$ cat src/rtl/rf_read_port_arbiter_if.sv
// Bundle of the request, read-mux and response signals around one shared
// register-file read port. The arbiter takes the slave view; whatever drives
// the requests and models the read mux takes the master view.
interface rf_read_port_arbiter_if #(
  parameter int NUM_REQ = 4,
  parameter int WIDTH   = 5,
  parameter int WID     = 32
);
  logic [NUM_REQ-1:0]       req_valid_i;
  logic [NUM_REQ*WIDTH-1:0] req_index_i;
  logic [NUM_REQ-1:0]       req_ready_o;
  logic                     flush_i;
  logic [WIDTH-1:0]         mux_index_o;
  logic                     mux_read_en_o;
  logic [WID-1:0]           mux_data_i;
  logic                     mux_ready_i;
  logic [NUM_REQ-1:0]       resp_valid_o;
  logic [WID-1:0]           resp_data_o;
  logic                     resp_err_o;

  modport master (
    output req_valid_i, req_index_i, flush_i, mux_data_i, mux_ready_i,
    input  req_ready_o, mux_index_o, mux_read_en_o,
           resp_valid_o, resp_data_o, resp_err_o
  );

  modport slave (
    input  req_valid_i, req_index_i, flush_i, mux_data_i, mux_ready_i,
    output req_ready_o, mux_index_o, mux_read_en_o,
           resp_valid_o, resp_data_o, resp_err_o
  );
endinterface

$ cat src/rtl/rf_read_port_arbiter.sv
// Round-robin arbiter sharing a single register-file read port among NUM_REQ
// requesters. At most one grant per cycle; the granted index goes straight to
// the read mux and the result comes back registered one cycle later, tagged
// with a one-hot response valid for the winning requester.
module rf_read_port_arbiter #(
  parameter int NUM_REQ = 4,
  parameter int WIDTH   = 5,
  parameter int WID     = 32
) (
  input logic                 clk_i,
  input logic                 rst_i,
  rf_read_port_arbiter_if.slave bus
);
  localparam int PW = (NUM_REQ > 1) ? $clog2(NUM_REQ) : 1;

  logic [PW-1:0]      rr_ptr;
  logic [PW-1:0]      ptr_next;
  logic [PW-1:0]      win;
  logic [PW-1:0]      cand;
  logic [PW:0]        sum;
  logic               grant;
  logic [NUM_REQ-1:0] ready;
  logic [WIDTH-1:0]   idx_arr [NUM_REQ];
  logic [NUM_REQ-1:0] resp_valid;
  logic [WID-1:0]     resp_data;
  logic               resp_err;

  // Unflatten the per-requester indices so the winner can select one directly.
  for (genvar r = 0; r < NUM_REQ; r++) begin : g_idx
    assign idx_arr[r] = bus.req_index_i[r*WIDTH +: WIDTH];
  end

  // Search from rr_ptr upward with wrap; the first valid requester wins.
  // Reset and flush both suppress the grant so the port reads as idle.
  always_comb begin
    grant = 1'b0;
    win   = '0;
    sum   = '0;
    cand  = '0;
    for (int k = 0; k < NUM_REQ; k++) begin
      sum  = {1'b0, rr_ptr} + (PW+1)'(k);
      cand = (sum >= (PW+1)'(NUM_REQ)) ? PW'(sum - (PW+1)'(NUM_REQ)) : PW'(sum);
      if (!grant && bus.req_valid_i[cand]) begin
        grant = 1'b1;
        win   = cand;
      end
    end
    if (rst_i || bus.flush_i) begin
      grant = 1'b0;
    end
  end

  // Decode the winner into the one-hot grant and the read-mux drive.
  always_comb begin
    ready    = '0;
    ptr_next = rr_ptr;
    if (grant) begin
      ready[win] = 1'b1;
      ptr_next   = (int'(win) == NUM_REQ-1) ? '0 : win + PW'(1);
    end
  end

  assign bus.req_ready_o   = ready;
  assign bus.mux_read_en_o = grant;
  assign bus.mux_index_o   = grant ? idx_arr[win] : '0;

  // Advance priority past the winner and capture the read result; a cycle
  // without a grant clears valid/err but leaves the last data in place.
  always_ff @(posedge clk_i or posedge rst_i) begin
    if (rst_i) begin
      rr_ptr     <= '0;
      resp_valid <= '0;
      resp_data  <= '0;
      resp_err   <= 1'b0;
    end else if (grant) begin
      rr_ptr     <= ptr_next;
      resp_valid <= ready;
      resp_data  <= bus.mux_ready_i ? bus.mux_data_i : '0;
      resp_err   <= ~bus.mux_ready_i;
    end else begin
      resp_valid <= '0;
      resp_err   <= 1'b0;
    end
  end

  assign bus.resp_valid_o = resp_valid;
  assign bus.resp_data_o  = resp_data;
  assign bus.resp_err_o   = resp_err;
endmodule

$ cat src/flat_wrapper.sv
// flat-port wrapper written by rule: the top's interface ports become plain ports
module rf_read_port_arbiter_flat 
#(
  parameter int NUM_REQ = 4,
  parameter int WIDTH   = 5,
  parameter int WID     = 32
)
  (clk_i, rst_i, bus_req_valid_i, bus_req_index_i, bus_flush_i, bus_mux_data_i, bus_mux_ready_i, bus_req_ready_o, bus_mux_index_o, bus_mux_read_en_o, bus_resp_valid_o, bus_resp_data_o, bus_resp_err_o);
  rf_read_port_arbiter_if #(.NUM_REQ(NUM_REQ), .WIDTH(WIDTH), .WID(WID)) bus_i ();
  input logic clk_i;
  input logic rst_i;
  input wire logic [$bits(bus_i.req_valid_i)-1:0] bus_req_valid_i;
  input wire logic [$bits(bus_i.req_index_i)-1:0] bus_req_index_i;
  input wire logic [$bits(bus_i.flush_i)-1:0] bus_flush_i;
  input wire logic [$bits(bus_i.mux_data_i)-1:0] bus_mux_data_i;
  input wire logic [$bits(bus_i.mux_ready_i)-1:0] bus_mux_ready_i;
  output wire logic [$bits(bus_i.req_ready_o)-1:0] bus_req_ready_o;
  output wire logic [$bits(bus_i.mux_index_o)-1:0] bus_mux_index_o;
  output wire logic [$bits(bus_i.mux_read_en_o)-1:0] bus_mux_read_en_o;
  output wire logic [$bits(bus_i.resp_valid_o)-1:0] bus_resp_valid_o;
  output wire logic [$bits(bus_i.resp_data_o)-1:0] bus_resp_data_o;
  output wire logic [$bits(bus_i.resp_err_o)-1:0] bus_resp_err_o;
  assign bus_i.req_valid_i = bus_req_valid_i;
  assign bus_i.req_index_i = bus_req_index_i;
  assign bus_i.flush_i = bus_flush_i;
  assign bus_i.mux_data_i = bus_mux_data_i;
  assign bus_i.mux_ready_i = bus_mux_ready_i;
  assign bus_req_ready_o = bus_i.req_ready_o;
  assign bus_mux_index_o = bus_i.mux_index_o;
  assign bus_mux_read_en_o = bus_i.mux_read_en_o;
  assign bus_resp_valid_o = bus_i.resp_valid_o;
  assign bus_resp_data_o = bus_i.resp_data_o;
  assign bus_resp_err_o = bus_i.resp_err_o;
  rf_read_port_arbiter #(.NUM_REQ(NUM_REQ), .WIDTH(WIDTH), .WID(WID)) u_core (.clk_i(clk_i), .rst_i(rst_i), .bus(bus_i));
endmodule
$ cat config.mk
export PLATFORM = sky130hd
export DESIGN_NAME = rf_read_port_arbiter_flat
export DESIGN_NICKNAME = d
export VERILOG_FILES = /design/src/rtl/rf_read_port_arbiter_if.sv /design/src/rtl/rf_read_port_arbiter.sv /design/src/flat_wrapper.sv
export SDC_FILE = /design/constraint.sdc
export NUM_CORES = 1
export LEC_CHECK = 0
export CORE_ASPECT_RATIO = 2
export CORE_MARGIN = 2
export CORE_UTILIZATION = 37
export DETAILED_ROUTE_END_ITERATION = 8
export GPL_TIMING_DRIVEN = 1
export PLACE_DENSITY = 0.76
export SLEW_MARGIN = 10
export SYNTH_ARGS = -nofsm -noshare
export SYNTH_HDL_FRONTEND = slang
export SYNTH_SLANG_ARGS = --single-unit
$ cat constraint.sdc
create_clock -name clk_i -period 2.4 [get_ports clk_i]
set_input_delay 0.48 -clock clk_i [delete_from_list [all_inputs] [get_ports clk_i]]
set_output_delay 0.48 -clock clk_i [all_outputs]
set_load 0.02 [all_outputs]
# Yosys cells after proc, flatten, opt, wreduce, memory -nomap -nowiden
# Index checks and enable logic that the tools add are counted.
[totals]
register_bits = 39
latchBits = 0
ramBits = 0
romBits = 0
in_bits = 60
output_inout_bits = 47
elab_cells = 66
n_memories = 0
[classes]
n_addsub = 8
mul = 0
div = 0
magnitude_cmp = 11
eq_ne = 1
shifts = 0
muxes = 32
bitwise = 2
n_reduce_logical = 8
[ops]
columns = ["op", "count"]
rows = [
  ["32-bit 2-to-1 mux", 1],
  ["2-bit 2-to-1 mux", 9],
  ["2-bit by 3-bit less-than comparator with 1-bit output (second input constant)", 5],
  ["5-bit 2-to-1 mux", 3],
  ["3-bit greater-or-equal comparator (second input constant)", 4],
  ["1-bit 2-to-1 mux", 11],
  ["5-bit binary-select mux with 2-bit select", 1],
  ["1-bit binary-select mux with 2-bit select", 4],
  ["4-bit 2-to-1 mux", 2],
  ["2-bit by 1-bit subtractor with 2-bit output (second input constant)", 4],
  ["2-bit by 2-bit adder with 3-bit output (second input constant)", 2],
  ["1-bit logical AND", 4],
  ["2-bit by 1-bit adder with 3-bit output (second input constant)", 1],
  ["2-bit by 3-bit greater-or-equal comparator with 1-bit output (second input constant)", 1],
  ["1-bit logical NOT", 3],
  ["2-bit inverter with 3-bit output", 1],
  ["2-bit by 1-bit adder with 2-bit output (second input constant)", 1],
  ["1-bit demux with 2-bit select", 1],
  ["2-bit by 1-bit == test with 1-bit output (second input constant)", 1],
  ["2-bit by 1-bit greater-or-equal comparator with 1-bit output (second input constant)", 1],
  ["1-bit logical OR", 1],
  ["1-bit inverter", 1],
]

# Longest topological paths before layout
# Gate-level depths: netlist of run 1.
[depth]
word_depth = 20
ltp_mapped = 8
depth_no_buf = 6

# Worst setup path before layout of run 1
# OpenSTA, ideal clock, no wires.
[synth_path]
kind = "input to output"
from = "in bus_flush_i"
to = "out bus_mux_index_o[1]"
arrival_ps = 1615
required_ps = 1920
slack_ps = 305
path_stages = 6
path_buffers = 2
path_cell_list = "or3_1 -> buf_4 -> clkinv_4 -> buf_6 -> nand2_2 -> o22ai_1"
[synth_via]
elab_chain_cells = 3
[synth_lines]
columns = ["element", "line", "source"]
rows = [
  ["start: declaration", "flat_wrapper.sv:14", "input wire logic [$bits(bus_i.flush_i)-1:0] bus_flush_i;"],
  ["1-bit logical OR", "rf_read_port_arbiter.sv:48", "if (rst_i || bus.flush_i) begin"],
  ["1-bit 2-to-1 mux", "rf_read_port_arbiter.sv:48", ""],
  ["5-bit 2-to-1 mux", "rf_read_port_arbiter.sv:65", "assign bus.mux_index_o = grant ? idx_arr[win] : '0;"],
  ["end: declaration", "flat_wrapper.sv:18", "output wire logic [$bits(bus_i.mux_index_o)-1:0] bus_mux_index_o;"],
]
# Every way passes these cells.

# Final worst setup path of run 1
[layout_path]
from = "in bus_req_valid_i[2]"
to = "out bus_mux_index_o[0]"
[layout_via]
elab_chain_cells = 17
[layout_lines]
columns = ["element", "line", "source"]
rows = [
  ["start: declaration", "flat_wrapper.sv:12", "input wire logic [$bits(bus_i.req_valid_i)-1:0] bus_req_valid_i;"],
  ["1-bit binary-select mux with 2-bit select", "rf_read_port_arbiter.sv:43", "if (!grant && bus.req_valid_i[cand]) begin"],
  ["1-bit 2-to-1 mux (not written as such)", "rf_read_port_arbiter.sv:43", ""],
  ["1-bit 2-to-1 mux", "rf_read_port_arbiter.sv:43", ""],
  ["1-bit logical NOT", "rf_read_port_arbiter.sv:43", ""],
  ["1-bit logical AND", "rf_read_port_arbiter.sv:43", ""],
  ["1-bit 2-to-1 mux", "rf_read_port_arbiter.sv:43", ""],
  ["1-bit logical NOT", "rf_read_port_arbiter.sv:43", ""],
  ["1-bit logical AND", "rf_read_port_arbiter.sv:43", ""],
  ["1-bit 2-to-1 mux", "rf_read_port_arbiter.sv:43", ""],
  ["1-bit logical NOT", "rf_read_port_arbiter.sv:43", ""],
  ["1-bit logical AND", "rf_read_port_arbiter.sv:43", ""],
  ["2-bit 2-to-1 mux", "rf_read_port_arbiter.sv:43", ""],
  ["2-bit inverter with 3-bit output (not written as such)", "rf_read_port_arbiter.sv:65", ""],
  ["5-bit binary-select mux with 2-bit select", "rf_read_port_arbiter.sv:65", ""],
  ["5-bit 2-to-1 mux (not written as such) (2 in a row)", "rf_read_port_arbiter.sv:65", ""],
  ["5-bit 2-to-1 mux (*)", "rf_read_port_arbiter.sv:65", ""],
]
# Mark *: on every way between the ends. The rest lies on a longest branch, timed or not. The select of a mux whose other input is x is not followed.

==> flow_summary.json, run 1 <==
{
  "status": "finished clean",
  "fp.dieH_um": 103,
  "std_cell_rows": 36,
  "num_vias": 1781,
  "start_util_pct": 38.0,
  "vias_per_cell": 4.85,
  "clk_latency_ns": 0.28,
  "finalHoldViolCount": 0,
  "die-area_um2": 5510,
  "relSlewSlack_pct": 69.1,
  "cp-start-kind": "primary input",
  "cts_tree": "yes",
  "regToRegStartpoint": "u_core.rr_ptr[1]",
  "core_area_um2": 4770,
  "diodes": 0,
  "final.fill_count": 412,
  "hold_depth": 2,
  "tightest_slew_ns": 0.463,
  "synth.cell_area_um2": 1810,
  "crit_end": "bus_mux_index_o[0]",
  "crit_type": "primary input to output pin",
  "r2r_end": "u_core.bus.resp_valid_o[0]",
  "drtAntennaViolNets": 0,
  "hp-class": "register to register",
  "worstPathArrival_ns": 1.85,
  "max_cap_viol_count": 0,
  "max_freq_mhz": 428,
  "grt_max_degree": 40,
  "min_period_ns": 2.33,
  "grt_pass1_wl_mm": 7.77,
  "antenna_found_initial": 0,
  "crit_start": "bus_req_valid_i[2]",
  "critPathCaptureType": "output pin",
  "grt_usage_pct": 18.9,
  "rsz0062_at_grt": "yes",
  "ys_ff_latch": 39,
  "setup_violations": 0,
  "synth_cell_type_count": 25,
  "drt_iter0_drc": 17,
  "vdd_drop_max_v": 0.000747,
  "cts.path.max_buffers": 2,
  "r2r_cells": 7,
  "instances_no_fill": 367,
  "grt_pass1_vias": 1726,
  "skew_ns": 0.00217,
  "place.gp.congestion": 0.791,
  "grt_overflow": 0,
  "cp_data_required_time_ns": 1.92,
  "r2r_setup_slack_ns": 0.87,
  "drive_gt1_share_pct": 15.5,
  "fin_crit_sh_pct": 97.3,
  "worst-path-max-fanout": 6,
  "port_buffers": 106,
  "power.density_nw_per_um2": 675,
  "final_cell_area_um2": 3160,
  "cts.sinks": 39,
  "clk_pin_slew_worst_paths_ns": 0.07,
  "syn_inst": 197,
  "seq_area_frac_synth_pct": 53.8,
  "io-pin-count": 107,
  "syn_avg_cell_area_um2": 9.20,
  "first_pass_iters": 4,
  "syn2layout_area_growth_pct": 74.2,
  "leakagePower_nw": 1.52,
  "detail_route.wl_per_cell_um": 13.2,
  "dpl.hpwl_mm": 3.65,
  "root_buffer": "clkbuf_8",
  "syn-num-nets": 261,
  "cts_buffers": 5,
  "dp.cells": 357,
  "drc": 0,
  "fin_nets": 373,
  "wirelength_mm": 4.85,
  "dpl_cell_area_um2": 2940,
  "slew_violations": 0,
  "die_w_um": 53.5,
  "yosysWarningCount": 0,
  "htreeDepth": 2
}
[power breakdown]
group          internal (mW)  total, mW  switching [mW]
Sequential             0.734      0.783          0.0487
Combinational          0.386      0.719           0.333
Clock                  0.415      0.629           0.213
[area by class of cell]
type / instances / area (µm²) / area share [%]
Inverter: 6 / 27.5 / 0.872
Multi-Input combinational cell: 138 / 773 / 24.5
Timing Repair Buffer: 119 / 1180 / 37.2
Clock buffer: 6 / 72.6 / 2.30
Sequential cell: 39 / 977 / 30.9
Clock inverter: 2 / 60.1 / 1.90
Tap cell: 57 / 71.3 / 2.26
[how the worst min path moves through the flow]
stage,start,end,slack [ns]
final,u_core.bus.resp_data_o[9],u_core.bus.resp_data_o[9],0.47
after global routing,u_core.bus.resp_data_o[17],u_core.bus.resp_data_o[17],0.49
after CTS,u_core.bus.resp_data_o[9],u_core.bus.resp_data_o[9],0.47
after detailed placement,u_core.bus.resp_data_o[18],u_core.bus.resp_data_o[18],0.46
after global placement,u_core.bus.resp_data_o[4],u_core.bus.resp_data_o[4],0.45
after floorplan,u_core.rr_ptr[1],u_core.rr_ptr[1],0.52
[what timing repair did]
action,in CTS,in global routing
hold buffers,0,0
gates cloned,1,0
pin swaps,2,6
hold endpoints to repair,0,0
resized for setup,48,26
endpoints found under the setup margin,10,10
buffers inserted,1,0
[metrics by stage]
step           hold WS [ns]  setup WS, ns  setup TNS, ns  util [%]  total power [mW]
5_1_grt               0.489       -0.0162        -0.0333      66.1              2.25
3_3_place_gp          0.448        -0.634          -5.68      61.7              1.43
2_1_floorplan         0.523         0.305              0         -              1.12
4_1_cts               0.471       0.00443              0      64.6              2.12
6_report              0.466        0.0650              0      66.1              2.13
3_5_place_dp          0.456        -0.707          -6.09      61.7              1.45
[logic make-up (layout without fill, tap and decap cells)]
| logic type | Yosys count | count (layout) | share of synthesized area (%) |
|---|---|---|---|
| AO/OA/AOI/OAI | 11 | 11 | 3.80 |
| AND/OR/NAND/NOR | 112 | 112 | 26.7 |
| buffers and inverters | 20 | 133 | 6.83 |
| flip-flops | 39 | 39 | 53.8 |
| multiplexers | 11 | 11 | 6.07 |
| adder cells (fa/ha/maj) | 4 | 4 | 2.76 |
[worst max-delay path, stage by stage]
cell           delay (ns)
dlygate4sd2_1        0.28
mux2i_1              0.15
nor2_1               0.05
nor3_1               0.18
buf_4                0.16
buf_4                0.10
nand2_2              0.10
o22ai_1              0.18
buf_4                0.16
[routing by layer]
metal / global-route usage [%] / share of wire [%] / vias up
met4: 6.71 / 1.8 / 0
met1: 22.4 / 38 / 811
met5: 0 / 0 / -
met2: 31.1 / 48 / 97
met3: 6.67 / 12 / 8
li1: - / - / 865
[registers in the layout, summed over array words and instances, names as in the netlist]
name / flops
u_core.bus.resp_data_o: 32
u_core.bus.resp_err_o: 1
u_core.bus.resp_valid_o: 4
u_core.rr_ptr: 2
[cells in the mapped netlist]
cell      instances  area share, %
clkbuf_1          4           0.83
or3_1             1           0.35
nand2_1          68             14
dfrtp_1          39             54
nand3_1          32            8.8
buf_6             3            1.9
a21boi_0          1           0.41
o22ai_1           5            1.7
o21ai_1           1           0.28
ha_1              4            2.8
and2_1            4            1.4
nor3_1            1           0.28
nor2_1            2           0.41
nand2_2           1           0.35
nand2b_1          1           0.35
buf_8             1           0.83
buf_2             5            1.4
o2bb2a_1          1           0.55
inv_1             5            1.0
nor4_1            1           0.35
clkinv_4          1           0.48
mux2i_1          11            6.1
a21oi_1           3           0.83
and3_1            1           0.35
buf_4             1           0.41
[cells in the final DEF, fill, tap and decap left out, types with 2 or more instances in the layout]
| master | n |
|---|---|
| inv_2 | 2 |
| nor2_1 | 2 |
| buf_2 | 2 |
| clkbuf_8 | 5 |
| buf_6 | 4 |
| dlygate4sd2_1 | 3 |
| nand2_2 | 2 |
| ha_1 | 2 |
| dfrtp_1 | 38 |
| o22ai_1 | 4 |
| clkdlybuf4s50_1 | 92 |
| bufinv_16 | 2 |
| mux2i_1 | 9 |
| and2_4 | 3 |
| buf_4 | 14 |
| nand3_1 | 32 |
| a21oi_1 | 2 |
| nand2_1 | 67 |
| inv_1 | 3 |
| ha_2 | 2 |
(Power assumes the default switching activity.)
==> run 2: changes to the inputs <==
--- a/config.mk
+++ b/config.mk
@@ -15,3 +15,4 @@
 export SYNTH_ARGS = -nofsm -noshare
 export SYNTH_HDL_FRONTEND = slang
 export SYNTH_SLANG_ARGS = --single-unit
+export TNS_END_PERCENT = 20
==> run 2 against run 1 <==
Effect of this change:
- maximum frequency down 0.19%
- register-to-register slack worse by 0.02 ns
- non-clock buffer count unchanged
- highest routed layer unchanged
- cell count unchanged
- combinational power about the same
- die area unchanged
==> flow_summary.json, run 2 (same netlist as run 1, synthesis figures left out) <==
{
  "die_w_um": 53.5,
  "hold_start": "u_core.bus.resp_data_o[9]",
  "crit_buf_inv": 3,
  "hp-class": "register to register",
  "port_buffers": 106,
  "tightest_slew_ns": 0.463,
  "r2r_end": "u_core.bus.resp_valid_o[0]",
  "fin_tns_setup_ns": 0,
  "rsz0062_at_grt": "yes",
  "largest_reg_flops": 32,
  "diodes": 0,
  "highest_layer": "met4",
  "critPathCaptureType": "output pin",
  "r2r_cells": 7,
  "final.fill_count": 413,
  "syn2layout_area_growth_pct": 73.9,
  "status": "finished clean",
  "path_cells": "clkdlybuf4s50_1 -> or3_1 -> clkinv_4 -> nand2_2 -> o22ai_1 -> buf_2",
  "clk_pin_slew_worst_paths_ns": 0.07,
  "cp-start-kind": "primary input",
  "pre_cts_ws_ns": -0.707,
  "fin_ws_ns": 0.0606,
  "critical_path.slowest_cell": "clkdlybuf4s50_1",
  "dpl.hpwl_mm": 3.65,
  "skew_ns": 0.00217,
  "max_freq_mhz": 427,
  "crit_start": "rst_i",
  "setup_violations": 0,
  "drc": 0,
  "grt_usage_pct": 18.9,
  "antenna_found_initial": 0,
  "finalHoldViolCount": 0,
  "wl_met2_mm": 2.35,
  "final_cell_mix": "clkdlybuf4s50_1, nand2_1, dfrtp_1",
  "core_area_um2": 4770,
  "min_period_ns": 2.34,
  "cts.path.max_buffers": 2,
  "layout_commonest_cell": "clkdlybuf4s50_1",
  "clk_latency_ns": 0.28,
  "wl_met3_um": 569,
  "die-area_um2": 5510,
  "worst-path-max-fanout": 5,
  "cts_buffers": 5,
  "leakagePower_nw": 1.52,
  "fin_crit_sh_pct": 97.5,
  "regToRegStartpoint": "u_core.rr_ptr[1]",
  "final-seq-area_um2": 977,
  "grt_max_degree": 40,
  "cts.sinks": 39,
  "cts_tree": "yes",
  "io-pin-count": 107,
  "fin_nets": 373,
  "fp.dieH_um": 103,
  "place.gp.congestion": 0.791,
  "grt_pass1_wl_mm": 7.77,
  "root_buffer": "clkbuf_8",
  "drive_gt1_share_pct": 14.8,
  "slew_violations": 0,
  "start_util_pct": 38.0,
  "detail_route.wl_per_cell_um": 13.2,
  "cp_data_required_time_ns": 1.92,
  "htreeDepth": 2,
  "grt_pass1_vias": 1726,
  "grt_overflow": 0,
  "power.density_nw_per_um2": 675,
  "drtAntennaViolNets": 0,
  "drt_iter0_drc": 20,
  "crit_type": "primary input to output pin",
  "vias_per_cell": 4.84,
  "r2r_setup_slack_ns": 0.85,
  "wirelength_mm": 4.86,
  "std_cell_rows": 36,
  "slowest_delay_ns": 0.41,
  "multiInputGateArea_um2": 768,
  "cp.depth": 6,
  "worstPathArrival_ns": 1.86,
  "vdd_drop_max_v": 0.000747,
  "num_vias": 1777,
  "wl_met1_mm": 1.86,
  "first_pass_iters": 4,
  "cp_top_family": "buffers and inverters",
  "relSlewSlack_pct": 69.1,
  "crit_end": "bus_mux_index_o[4]",
  "max_cap_viol_count": 0
}
[run 2: cell counts in the layout (fill, tap and decap cells not counted)]
Identical to the previous run, type by type.
[run 2: worst min-delay path: stages (launching register included)]
cell     delay [ns]
dfrtp_1        0.34
nand2_1        0.05
nand2_1        0.05
[run 2: worst min-delay path by stage]
stage                            endpoint  slack, ns  cells after the start
4_1_cts         u_core.bus.resp_data_o[9]       0.47                      2
6_report        u_core.bus.resp_data_o[9]       0.47                      2
3_5_place_dp   u_core.bus.resp_data_o[18]       0.46                      2
5_1_grt        u_core.bus.resp_data_o[17]       0.49                      2
2_1_floorplan            u_core.rr_ptr[1]       0.52                      2
3_3_place_gp    u_core.bus.resp_data_o[4]       0.45                      2
[run 2: through the flow]
stage | util (%) | std cells | power (mW) | area, µm² | hold slack, ns
detailed placement | 61.7 | 357 | 1.45 | 2940 | 0.456
CTS | 64.6 | 367 | 2.12 | 3090 | 0.471
finish | 66.0 | 367 | 2.13 | 3150 | 0.466
floorplan | - | 197 | 1.12 | 1810 | 0.523
global placement | 61.7 | 357 | 1.43 | 2940 | 0.448
global route | 66.0 | 367 | 2.25 | 3150 | 0.489
[run 2: per-layer routing]
layer | up-vias | GRT usage, %
li1 | 865 | -
met4 | 0 | 6.71
met1 | 809 | 22.4
met5 | - | 0
met2 | 95 | 31.1
met3 | 8 | 6.67
[run 2: layout make-up]
class / instances / share of cell area [%]
Clock buffer: 6 / 2.30
Clock inverter: 2 / 1.90
Inverter: 6 / 0.873
Multi-Input combinational cell: 138 / 24.4
Sequential cell: 39 / 31.0
Tap cell: 57 / 2.26
Timing Repair Buffer: 119 / 37.3
[run 2: report_power, final]
part	leakage (nW)	switching (mW)	internal [mW]
clock network	0.0654	0.213	0.415
registers	0.509	0.0487	0.734
logic	0.948	0.332	0.385
[run 2: what timing repair did]
item | in CTS | in global routing
hold buffers | 0 | 0
setup buffers | 1 | 0
pin swaps | 2 | 5
gates cloned | 1 | 0
endpoints found under the setup margin | 10 | 10
gates resized for setup | 48 | 24
==> run 3: changes to the inputs <==
--- a/config.mk
+++ b/config.mk
@@ -5,12 +5,13 @@
 export SDC_FILE = /design/constraint.sdc
 export NUM_CORES = 1
 export LEC_CHECK = 0
+export ABC_AREA = 1
 export CORE_ASPECT_RATIO = 2
 export CORE_MARGIN = 2
-export CORE_UTILIZATION = 37
+export CORE_UTILIZATION = 41
 export DETAILED_ROUTE_END_ITERATION = 8
 export GPL_TIMING_DRIVEN = 1
-export PLACE_DENSITY = 0.76
+export PLACE_DENSITY = 0.78
 export SLEW_MARGIN = 10
 export SYNTH_ARGS = -nofsm -noshare
 export SYNTH_HDL_FRONTEND = slang
==> run 3 against run 2 <==
Effect of this change:
- the run now ends with negative setup slack left
- synthesized cell count up 48%
- count of clock-buffer cells in the layout is 1 higher
- first-iteration DRC count grew to 5.9 times the previous value
- via count is 32% higher
- clock power is 34% lower
- hold slack better by 0.016 ns
- area after synthesis is 22% higher
- sequential cell count unchanged
- critical endpoint is now bus_req_ready_o[0]
==> flow_summary.json, run 3 <==
{
  "status": "finished, violations left",
  "violations": "negative setup slack",
  "port_buffers": 106,
  "critPathCaptureType": "output pin",
  "fin_crit_sh_pct": 114,
  "syn-num-nets": 355,
  "ys_ff_latch": 39,
  "vdd_drop_max_v": 0.00125,
  "grt_overflow": 0,
  "grt_pass1_vias": 2314,
  "max_freq_mhz": 364,
  "finalHoldViolCount": 0,
  "setup_violations": 10,
  "synth_edf_count": 0,
  "cts.path.max_buffers": 2,
  "syn_avg_cell_area_um2": 7.59,
  "clk_pin_slew_worst_paths_ns": 0.07,
  "cts_hold_buf": 0,
  "die_w_um": 55.9,
  "leakagePower_nw": 1.79,
  "vias_per_cell": 4.96,
  "cts_tree": "yes",
  "fin_ws_ns": -0.344,
  "diodes": 0,
  "synth_top_cells_by_area": "dfrtp_1, nand2_1, inv_1, o21ai_2, nand3_1",
  "syn_inst": 291,
  "num_vias": 2338,
  "syn2layout_area_growth_pct": 69.1,
  "hp-class": "register to register",
  "fp.dieH_um": 108,
  "root_buffer": "clkbuf_8",
  "relSlewSlack_pct": 67.1,
  "dpl_cell_area_um2": 3390,
  "first_pass_iters": 4,
  "grt_pass1_wl_mm": 10.5,
  "grt_usage_pct": 22.3,
  "cts_buffers": 5,
  "crit_type": "register to output pin",
  "core_area_um2": 5180,
  "synth_commonest_cells": "nand2_1, dfrtp_1, inv_1, nand3_1, o21ai_0",
  "drc": 0,
  "grt_max_degree": 40,
  "cp-start-kind": "register",
  "synth.top_cell.area_share_pct": 44.2,
  "critical_path.slowest_cell": "dfrtp_1",
  "start_util_pct": 42.6,
  "slew_violations": 0,
  "cts.sinks": 39,
  "synth_cell_type_count": 21,
  "drtAntennaViolNets": 0,
  "yosysWarningCount": 0,
  "std_cell_rows": 37,
  "path_cells": "buf_12 -> inv_8 -> nand2_2 -> nand2_4 -> nand2_1 -> nand2_1 -> nand2_2 -> nand2_2 -> nand2_2 -> nand3_4 -> clkbuf_16 -> ha_1 -> inv_1 -> nor2_2 -> buf_6",
  "worstPathArrival_ns": 2.26,
  "min_period_ns": 2.74,
  "detail_route.wl_per_cell_um": 14.4,
  "synthArstFlopShare_pct": 100,
  "cpMostUsedCell": "nand2_2",
  "die-area_um2": 6030,
  "max_cap_viol_count": 0,
  "synth.most_common_cell": "nand2_1",
  "io-pin-count": 107,
  "drt_iter0_drc": 117,
  "fin_nets": 476,
  "instances_no_fill": 471,
  "htreeDepth": 2,
  "antenna_found_initial": 0,
  "final_cell_area_um2": 3740,
  "ys.flop_type": "dfrtp_1",
  "wirelength_mm": 6.76,
  "synth_area_leader_cell": "dfrtp_1",
  "synth.cell_area_um2": 2210,
  "worst-path-max-fanout": 9,
  "final_cell_mix": "clkdlybuf4s50_1, nand2_1, dfrtp_1",
  "tightest_slew_ns": 0.494,
  "dp.cells": 458,
  "skew_ns": 0.00512,
  "seq_area_frac_synth_pct": 44.2,
  "place.gp.congestion": 0.862,
  "drive_gt1_share_pct": 26.2,
  "rsz0062_at_grt": "yes",
  "power.density_nw_per_um2": 1270,
  "clk_latency_ns": 0.29,
  "slowest_delay_ns": 0.44,
  "largest_reg_flops": 32,
  "layout_commonest_cell": "clkdlybuf4s50_1",
  "cp_data_required_time_ns": 1.92,
  "dpl.hpwl_mm": 4.63
}
-- run 3: changes by cell type in the layout (fill, tap and decap cells not counted), sizes merged, moves of 2 or more --
cell / previous run / this run
nand4: 0 / 11
mux2i: 11 / 0
nand2: 69 / 116
nand3: 32 / 19
inv: 5 / 37
o21ai: 1 / 36
bufinv: 2 / 0
nor2: 2 / 7
clkbuf: 6 / 9
o22ai: 5 / 0
a21oi: 3 / 5
and2: 4 / 0
buf: 22 / 32
-- run 3: where the power goes --
part | leakage [nW] | total [mW] | switching (mW) | internal (mW)
clock | 0.0422 | 0.417 | 0.213 | 0.204
combinational | 1.24 | 3.37 | 1.80 | 1.57
sequential | 0.512 | 0.953 | 0.112 | 0.841
-- run 3: routing by layer --
| metal | track usage (%) | routed length [µm] | vias up |
|---|---|---|---|
| met3 | 2.64 | 222 | 19 |
| met1 | 21.9 | 2300 | 1090 |
| met4 | 10.9 | 228 | 0 |
| met5 | 0 | 0 | - |
| met2 | 44.2 | 4010 | 76 |
| li1 | - | - | 1153 |
-- run 3: cell families (layout without fill, tap and decap cells) --
group / count (synthesis) / in the layout / synth area share (%)
adders and majority gates: 4 / 4 / 2.27
and+or+nand+nor: 153 / 153 / 29.8
AOI/OAI and AO/OA: 41 / 41 / 11.0
DFF: 39 / 39 / 44.2
buffers and inverters: 54 / 176 / 12.8
-- run 3: stage by stage --
stage / TNS [ns] / hold slack [ns] / power (mW) / setup slack (ns) / utilization, %
after floorplan: 0 / 0.585 / 2.48 / 0.136 / -
after global placement: -11.08 / 0.463 / 3.56 / -0.797 / 65.4
after detailed placement: -13.52 / 0.467 / 3.61 / -0.869 / 65.4
after CTS: -2.47 / 0.484 / 4.49 / -0.270 / 70.0
after global routing: -4.39 / 0.511 / 5.04 / -0.465 / 72.1
final: -3.23 / 0.482 / 4.74 / -0.344 / 72.1
-- run 3: repair_timing --
action / CTS / global route
pin swaps: 19 / 8
gates resized for setup: 95 / 26
gates cloned: 1 / 1
setup buffers: 3 / 1
setup endpoints to repair: 10 / 10
-- run 3: path summary, 6_finish.rpt --
check                                                start                    endpoint  slack, ns  cells after the start
worst max-delay path                      u_core.rr_ptr[0]          bus_req_ready_o[0]      -0.34                     15
worst min-delay path            u_core.bus.resp_data_o[23]  u_core.bus.resp_data_o[23]       0.48                      2
worst max register to register            u_core.rr_ptr[0]  u_core.bus.resp_data_o[28]       0.19                     12
worst min register to register  u_core.bus.resp_data_o[23]  u_core.bus.resp_data_o[23]       0.48                      2
max in group asynchronous                            rst_i  u_core.bus.resp_data_o[25]       1.41                      3
min in group asynchronous                            rst_i            u_core.rr_ptr[0]       0.65                      3
-- run 3: area by class of cell --
type	count	area (µm²)
sequential	39	976
fill	395	1450
timing repair buffer	131	1330
multi-input combinational	198	1130
tap	58	72.6
clock inverter	1	5.00
clock buffer	7	76.3
inverter	37	149
-- run 3: critical path, delay by kind of cell (launching register included) --
kind                     cells  cell delay (ns)
buffers and inverters        5             0.59
flip-flops                   1             0.44
adder cells (fa/ha/maj)      1             0.13
AND/OR/NAND/NOR              9             0.82
